File: src/rtl/rr_arbiter4.sv
// rr_arbiter4: 4-way fixed/round-robin arbiter with registered one-hot grant; optional hold timeout via ARB_TIMEOUT_EN
module rr_arbiter4 #(
  parameter int MAX_HOLD = 8
) (
  input  logic       i_clk,
  input  logic       i_rst,
  input  logic [3:0] i_req,
  input  logic       i_mode,
  output logic [3:0] o_gnt,
  output logic [1:0] o_gnt_id,
  output logic       o_v,
  output logic       o_to
);
  typedef enum logic {IDLE, GRANT} state_t;
  state_t     r_state, w_state;
  logic [3:0] r_gnt, w_gnt;
  logic [1:0] r_id, w_id, r_last, w_last, w_fix, w_rr, w_win;
  logic       r_to, w_to, w_arb;
`ifdef ARB_TIMEOUT_EN
  logic [7:0] r_cnt, w_cnt;
`else
  logic       w_unused_max;
  assign w_unused_max = ^MAX_HOLD;
`endif
  assign o_gnt    = r_gnt;
  assign o_gnt_id = r_id;
  assign o_v      = |r_gnt;
  assign o_to     = r_to;
  // winner candidates: highest index, or first set bit after LAST (descending loop leaves the nearest)
  always_comb begin
    w_fix = i_req[3] ? 2'd3 : i_req[2] ? 2'd2 : i_req[1] ? 2'd1 : 2'd0;
    w_rr  = r_last;
    for (int k = 3; k >= 0; k--)
      if (i_req[r_last + 2'(k + 1)]) w_rr = r_last + 2'(k + 1);
    w_win = i_mode ? w_rr : w_fix;
    w_arb = (r_state == IDLE) || !i_req[r_id];
  end
  // next state: arbitrate when idle or owner released, otherwise hold (and count toward forced release)
  always_comb begin
    w_state = r_state;
    w_gnt   = r_gnt;
    w_id    = r_id;
    w_last  = r_last;
    w_to    = 1'b0;
`ifdef ARB_TIMEOUT_EN
    w_cnt   = r_cnt + 8'd1;
`endif
    if (w_arb) begin
      w_state = |i_req ? GRANT : IDLE;
      w_gnt   = |i_req ? 4'(1) << w_win : 4'b0000;
      w_id    = |i_req ? w_win : 2'd0;
      w_last  = |i_req ? w_win : r_last;
`ifdef ARB_TIMEOUT_EN
      w_cnt   = 8'd0;
`endif
    end
`ifdef ARB_TIMEOUT_EN
    else if (r_cnt == 8'(MAX_HOLD - 1)) begin
      w_state = IDLE;
      w_gnt   = 4'b0000;
      w_id    = 2'd0;
      w_to    = 1'b1;
      w_cnt   = 8'd0;
    end
`endif
  end
  // state registers with synchronous reset
  always_ff @(posedge i_clk) begin
    if (i_rst) begin
      r_state <= IDLE;
      r_gnt   <= 4'b0000;
      r_id    <= 2'd0;
      r_last  <= 2'd3;
      r_to    <= 1'b0;
`ifdef ARB_TIMEOUT_EN
      r_cnt   <= 8'd0;
`endif
    end else begin
      r_state <= w_state;
      r_gnt   <= w_gnt;
      r_id    <= w_id;
      r_last  <= w_last;
      r_to    <= w_to;
`ifdef ARB_TIMEOUT_EN
      r_cnt   <= w_cnt;
`endif
    end
  end
endmodule

File: config.mk
export PLATFORM = sky130hd
export DESIGN_NAME = rr_arbiter4
export DESIGN_NICKNAME = d
export VERILOG_FILES = /design/src/rtl/rr_arbiter4.sv
export SDC_FILE = /design/constraint.sdc
export NUM_CORES = 1
export LEC_CHECK = 0
export CAP_MARGIN = 15
export CORE_UTILIZATION = 27
export CTS_CLUSTER_DIAMETER = 50
export DETAILED_ROUTE_END_ITERATION = 10
export PLACE_DENSITY_LB_ADDON = 0.3
export SYNTH_ARGS = -nofsm -noshare
export SYNTH_HDL_FRONTEND = slang
export SYNTH_SLANG_ARGS = --single-unit
File: constraint.sdc
create_clock -name i_clk -period 2.29 [get_ports i_clk]
set_input_delay 0.3435 -clock i_clk [delete_from_list [all_inputs] [get_ports i_clk]]
set_output_delay 0.3435 -clock i_clk [all_outputs]
set_load 0.05 [all_outputs]
Yosys cells after proc, flatten, opt, wreduce, memory -nomap -nowiden
Index checks and enable logic that the tools add are counted.

operators by class
  shift-type cells = 1
  mux-type cells = 18
  reduce and logical (&&, ||, !) cells = 5
  add/subtract/negate cells = 3
  bitwise gates (word level) = 1
  magnitude comparators = 4

operators by type and width
  operator               count
  $mux W2                7
  $lt A2 B3 Y1 const B   4
  $bmux W1 S2            4
  $reduce_or A4 Y1       2
  $mux W1                6
  $add A2 B2 Y2 const B  2
  $mux W4                1
  $shl A1 B2 Y4 const A  1
  $add A2 B1 Y2 const B  1
  $reduce_and A2 Y1      1
  $logic_not A1 Y1       1
  $logic_or A1 B1 Y1     1
  $not A1 Y1             1

word-level totals
  logic and storage cells = 36
  flip-flop bits (word level) = 9
  output and inout bits = 8

Depth between registers and ports, before layout
  depth after elaboration = 9
  mapped depth = 5

Least setup slack after synthesis
Ideal clock, no wire load.

  path kind = reg-to-reg
  start point = register r_id[1], in the netlist o_gnt_id[1]
  end point = register r_id[0], in the netlist o_gnt_id[0]
  stages on the path, launching flop included = 6
  period minus slack after synthesis = 1.800 ns
  slack = 0.490 ns
  buffers on the path = 0
  data arrival time = 1.733 ns
  required time = 2.224 ns
  cells stage by stage = dfxtp_1 -> mux2_2 -> a22oi_2 -> nand2b_2 -> or2_4 -> a21oi_2

on the way
  word-level cells in the longest chain between the ends = 4

ends and longest elaborated chain
  item                           RTL line  text
  start, declared                17        logic [1:0] r_id, w_id, r_last, w_last, w_fix, w_rr, w_win;
  start signal, assigned         81        r_id <= w_id;
  $bmux W1 S2                    36        w_arb = (r_state == IDLE) || !i_req[r_id];
  $mux W1 (not written as such)  36
  $logic_not A1 Y1               36
  $logic_or A1 B1 Y1             36

No other way between the ends. The select of a mux whose other input is x is not followed.
A chain may end at the register's enable or synchronous reset.

Worst setup path in the final report
  start point = register r_gnt[0], in the netlist o_gnt[0]
  end point = output port o_v

on the way
  word-level cells in the longest chain between the ends = 1

ends and longest elaborated chain
  item                    RTL line  text
  start, declared         16        logic [3:0] r_gnt, w_gnt;
  start signal, assigned  80        r_gnt <= w_gnt;
  $reduce_or A4 Y1        27        assign o_v = |r_gnt;
  end, declared           11        output logic o_v,

No other way between the ends.

==> run_summary.xml <==
<?xml version="1.0" encoding="UTF-8"?>
<metrics>
  <group name="outcome">
    <metric name="run_status" unit="">finished, final reports clean</metric>
  </group>
  <group name="critical_path">
    <metric name="timing.critical_path.to_type" unit="">output port</metric>
    <metric name="crit_chain" unit="">or4_1, clkdlybuf4s50_1</metric>
    <metric name="critPathLaunchType" unit="">register</metric>
    <metric name="critPathRequiredTime" unit="ns">1.95</metric>
    <metric name="critPathSlowestCell" unit="">clkdlybuf4s50_1</metric>
    <metric name="critical_path_peak_fanout" unit="">3</metric>
    <metric name="worst_setup_path_category" unit="">register to output port</metric>
    <metric name="critPathMaxStageDelay" unit="ns">0.72</metric>
    <metric name="worst-endpoint-arrival" unit="ns">1.81</metric>
  </group>
  <group name="final_layout">
    <metric name="area.sequential" unit="sq um">180</metric>
    <metric name="multi_input_gate_area" unit="sq um">312</metric>
    <metric name="layout-area-overhead-vs-synth" unit="%">32.4</metric>
    <metric name="nFillCells" unit="">189</metric>
    <metric name="layout-drive-gt1-share" unit="">0.178</metric>
    <metric name="final_core_util" unit="">0.391</metric>
    <metric name="net_count_final" unit="">81</metric>
    <metric name="insertedDiodeCount" unit="">0</metric>
    <metric name="post-route-cell-area" unit="sq um">691</metric>
  </group>
  <group name="floorplan">
    <metric name="start_util" unit="">0.296</metric>
    <metric name="design.core.area" unit="sq mm">0.00176</metric>
    <metric name="num_rows" unit="">15</metric>
    <metric name="ioPinCount" unit="">15</metric>
    <metric name="die_y" unit="um">46.0</metric>
    <metric name="dieArea" unit="sq mm">0.00211</metric>
    <metric name="die_w" unit="um">46.0</metric>
  </group>
  <group name="detailed_routing">
    <metric name="drt_pre_antenna_iters" unit="">4</metric>
    <metric name="ant_nets" unit="">0</metric>
    <metric name="drcViolationCount" unit="">0</metric>
    <metric name="route.detailed.vias_per_inst" unit="">4.84</metric>
    <metric name="routed_wirelength" unit="um">1080</metric>
    <metric name="drt-initial-drc-count" unit="">21</metric>
    <metric name="route.detailed.wl_per_inst" unit="um">11.0</metric>
    <metric name="num_vias" unit="">474</metric>
  </group>
  <group name="pwr">
    <metric name="power_density" unit="mW/mm^2">757</metric>
    <metric name="power_leakage" unit="nW">0.271</metric>
    <metric name="vdd_drop_max" unit="mV">0.383</metric>
    <metric name="power.total" unit="mW">0.523</metric>
  </group>
  <group name="timing">
    <metric name="part_of_the_cycle_the_worst_path_needs" unit="">0.939</metric>
    <metric name="rsz0062_at_grt" unit="">no</metric>
    <metric name="slew-limit-headroom" unit="">0.660</metric>
    <metric name="final.setup_skew" unit="ns">0.000748</metric>
    <metric name="totalNegativeSetupSlack" unit="ns">0</metric>
    <metric name="transition_time_of_the_tightest_slew_check_pin" unit="ns">0.508</metric>
    <metric name="highest_attainable_clock_frequency" unit="MHz">465</metric>
    <metric name="finalHoldViolations" unit="">0</metric>
    <metric name="post-route-min-period" unit="ns">2.15</metric>
    <metric name="final_max_slew_viol_count" unit="">0</metric>
    <metric name="report.final.setup_viol" unit="">0</metric>
  </group>
  <group name="clocking">
    <metric name="cts_tree" unit="">yes</metric>
    <metric name="cts_max_level" unit="">1</metric>
    <metric name="cts-root-buf" unit="">clkbuf_4</metric>
    <metric name="cts.path.max_buffers" unit="">2</metric>
    <metric name="clkLatencyLatePin" unit="ns">0.26</metric>
    <metric name="clock_pin_slew_on_the_worst_setup_and_hold_paths" unit="ns">0.06</metric>
    <metric name="cts-buffers-inserted" unit="">3</metric>
    <metric name="holdBufCountCts" unit="">0</metric>
    <metric name="cts_resized" unit="">0</metric>
    <metric name="cts.sinks" unit="">9</metric>
    <metric name="cts.repair_timing.setup_buffer_count" unit="">0</metric>
  </group>
  <group name="min_path">
    <metric name="hold_path_class" unit="">register to register</metric>
  </group>
  <group name="global_route">
    <metric name="groute.layer.met2.usage" unit="">0.161</metric>
    <metric name="met3_use_gr" unit="">0.0595</metric>
    <metric name="grt.total_usage" unit="">0.114</metric>
    <metric name="grt_first_pass_wirelength" unit="um">1650</metric>
    <metric name="global_route.peak_usage_layer" unit="">met2</metric>
    <metric name="vias_in_the_first_global_route" unit="">365</metric>
    <metric name="grt_start_max_net_pins" unit="">9</metric>
    <metric name="globalRouteOverflowTotal" unit="">0</metric>
    <metric name="antenna_violations_before_repair" unit="">0</metric>
    <metric name="grt.met1_usage" unit="">0.148</metric>
  </group>
  <group name="place">
    <metric name="dp_hpwl" unit="um">790</metric>
    <metric name="gp_congestion" unit="">0.743</metric>
    <metric name="placed_cell_area" unit="sq um">664</metric>
    <metric name="portBuffers" unit="">13</metric>
  </group>
  <group name="synth">
    <metric name="synthMostInstantiatedCell" unit="">dfxtp_1</metric>
    <metric name="synthesis.area" unit="sq um">522</metric>
    <metric name="yosys_warnings" unit="">0</metric>
    <metric name="number_of_flops_mapped_to_enable_cells_by_yosys" unit="">0</metric>
    <metric name="ys_async_sr_fraction" unit="">0</metric>
    <metric name="synthDistinctLibCells" unit="">35</metric>
    <metric name="synth-main-ff-cell" unit="">dfxtp_1</metric>
    <metric name="postSynthRegisterBits" unit="">9</metric>
    <metric name="post_synthesis_net_count" unit="">65</metric>
    <metric name="postSynthCellCount" unit="">58</metric>
    <metric name="synthDominantAreaCellType" unit="">dfxtp_1</metric>
    <metric name="synth_top_cells_by_count" unit="">9 x dfxtp_1, 6 x nor2_1, 3 x inv_1, 3 x nor2b_1, 3 x nor3_1</metric>
    <metric name="yosys.area.top_type_share" unit="">0.345</metric>
    <metric name="post_synth_main_area_contributors" unit="">dfxtp_1 35%, nor2_1 4.3%, a32o_1 3.8%, nor2b_1 3.6%, nor3_1 2.9%</metric>
    <metric name="synth.yosys.seq_area_share" unit="">0.345</metric>
    <metric name="syn_avg_cell_area" unit="sq um">9.00</metric>
  </group>
  <group name="run">
    <metric name="maxCapViolCount" unit="">0</metric>
  </group>
</metrics>
## metrics by stage
step	hold slack [ns]	std cells	setup slack, ns
6_report	0.498	98	0.139
5_1_grt	0.521	98	0.0894
4_1_cts	0.500	98	0.130
3_5_place_dp	0.482	94	0.190
3_3_place_gp	0.492	94	0.219
2_1_floorplan	0.474	58	0.490
## cell type report
type,instances,share of cell area
multi-input combinational,44,0.451
sequential,9,0.261
timing repair buffer,13,0.188
tap,25,0.0453
clock buffer,4,0.0380
inverter,3,0.0163
## logic make-up after synthesis
kind of cell / count (synthesis) / share of synthesized area
compound gates: 17 / 0.269
buf+inv: 5 / 0.0576
other cells: 1 / 0.00719
flops: 9 / 0.345
mux: 2 / 0.0503
simple gates: 24 / 0.271
## flip-flops by register name, indices dropped and copies added, names as in the netlist
name	flops
r_state	1
o_gnt_id	2
r_last	2
o_gnt	4
## critical path: cells and delay by family, from the launching register on
family	cells	cell delay [ns]
buffers and inverters	1	0.72
flip-flops	1	0.32
AND/OR/NAND/NOR	1	0.50
## placed cells by master (no fill, tap or decap), drive strengths merged
cell type / n
and2b: 1
o211ai: 1
a211o: 1
a22o: 2
clkbuf: 4
nand4b: 1
or4: 1
a41o: 1
a21boi: 1
mux2: 2
nor2b: 3
o21ai: 1
a21oi: 3
o2111ai: 1
nor3: 3
or2: 2
and2: 1
o22ai: 1
a22oi: 1
clkdlybuf4s50: 13
conb: 1
nor2: 6
nand2b: 3
dfxtp: 9
o21bai: 1
a32o: 2
nand2: 2
and3b: 1
o221ai: 1
inv: 3
## metal layers
layer | up-vias | wire [um]
met2 | 15 | 453
met4 | 0 | 11
li1 | 241 | -
met3 | 2 | 76
met1 | 216 | 536
met5 | - | 0
## power breakdown
part,switching (mW),internal (mW),leakage [nW]
Clock,0.0555,0.0671,0.0150
Sequential,0.0191,0.176,0.0745
Combinational,0.121,0.0846,0.182
## path summary, 6_finish.rpt
kind               start       end  slack (ns)  depth (start not counted)
min             o_gnt[3]  o_gnt[3]        0.50                          1
max             o_gnt[0]       o_v        0.14                          2
min reg2reg     o_gnt[3]  o_gnt[3]        0.50                          1
max reg2reg  o_gnt_id[1]  o_gnt[3]        0.68                          5
Note: power is estimated with default switching activity, not from simulation.
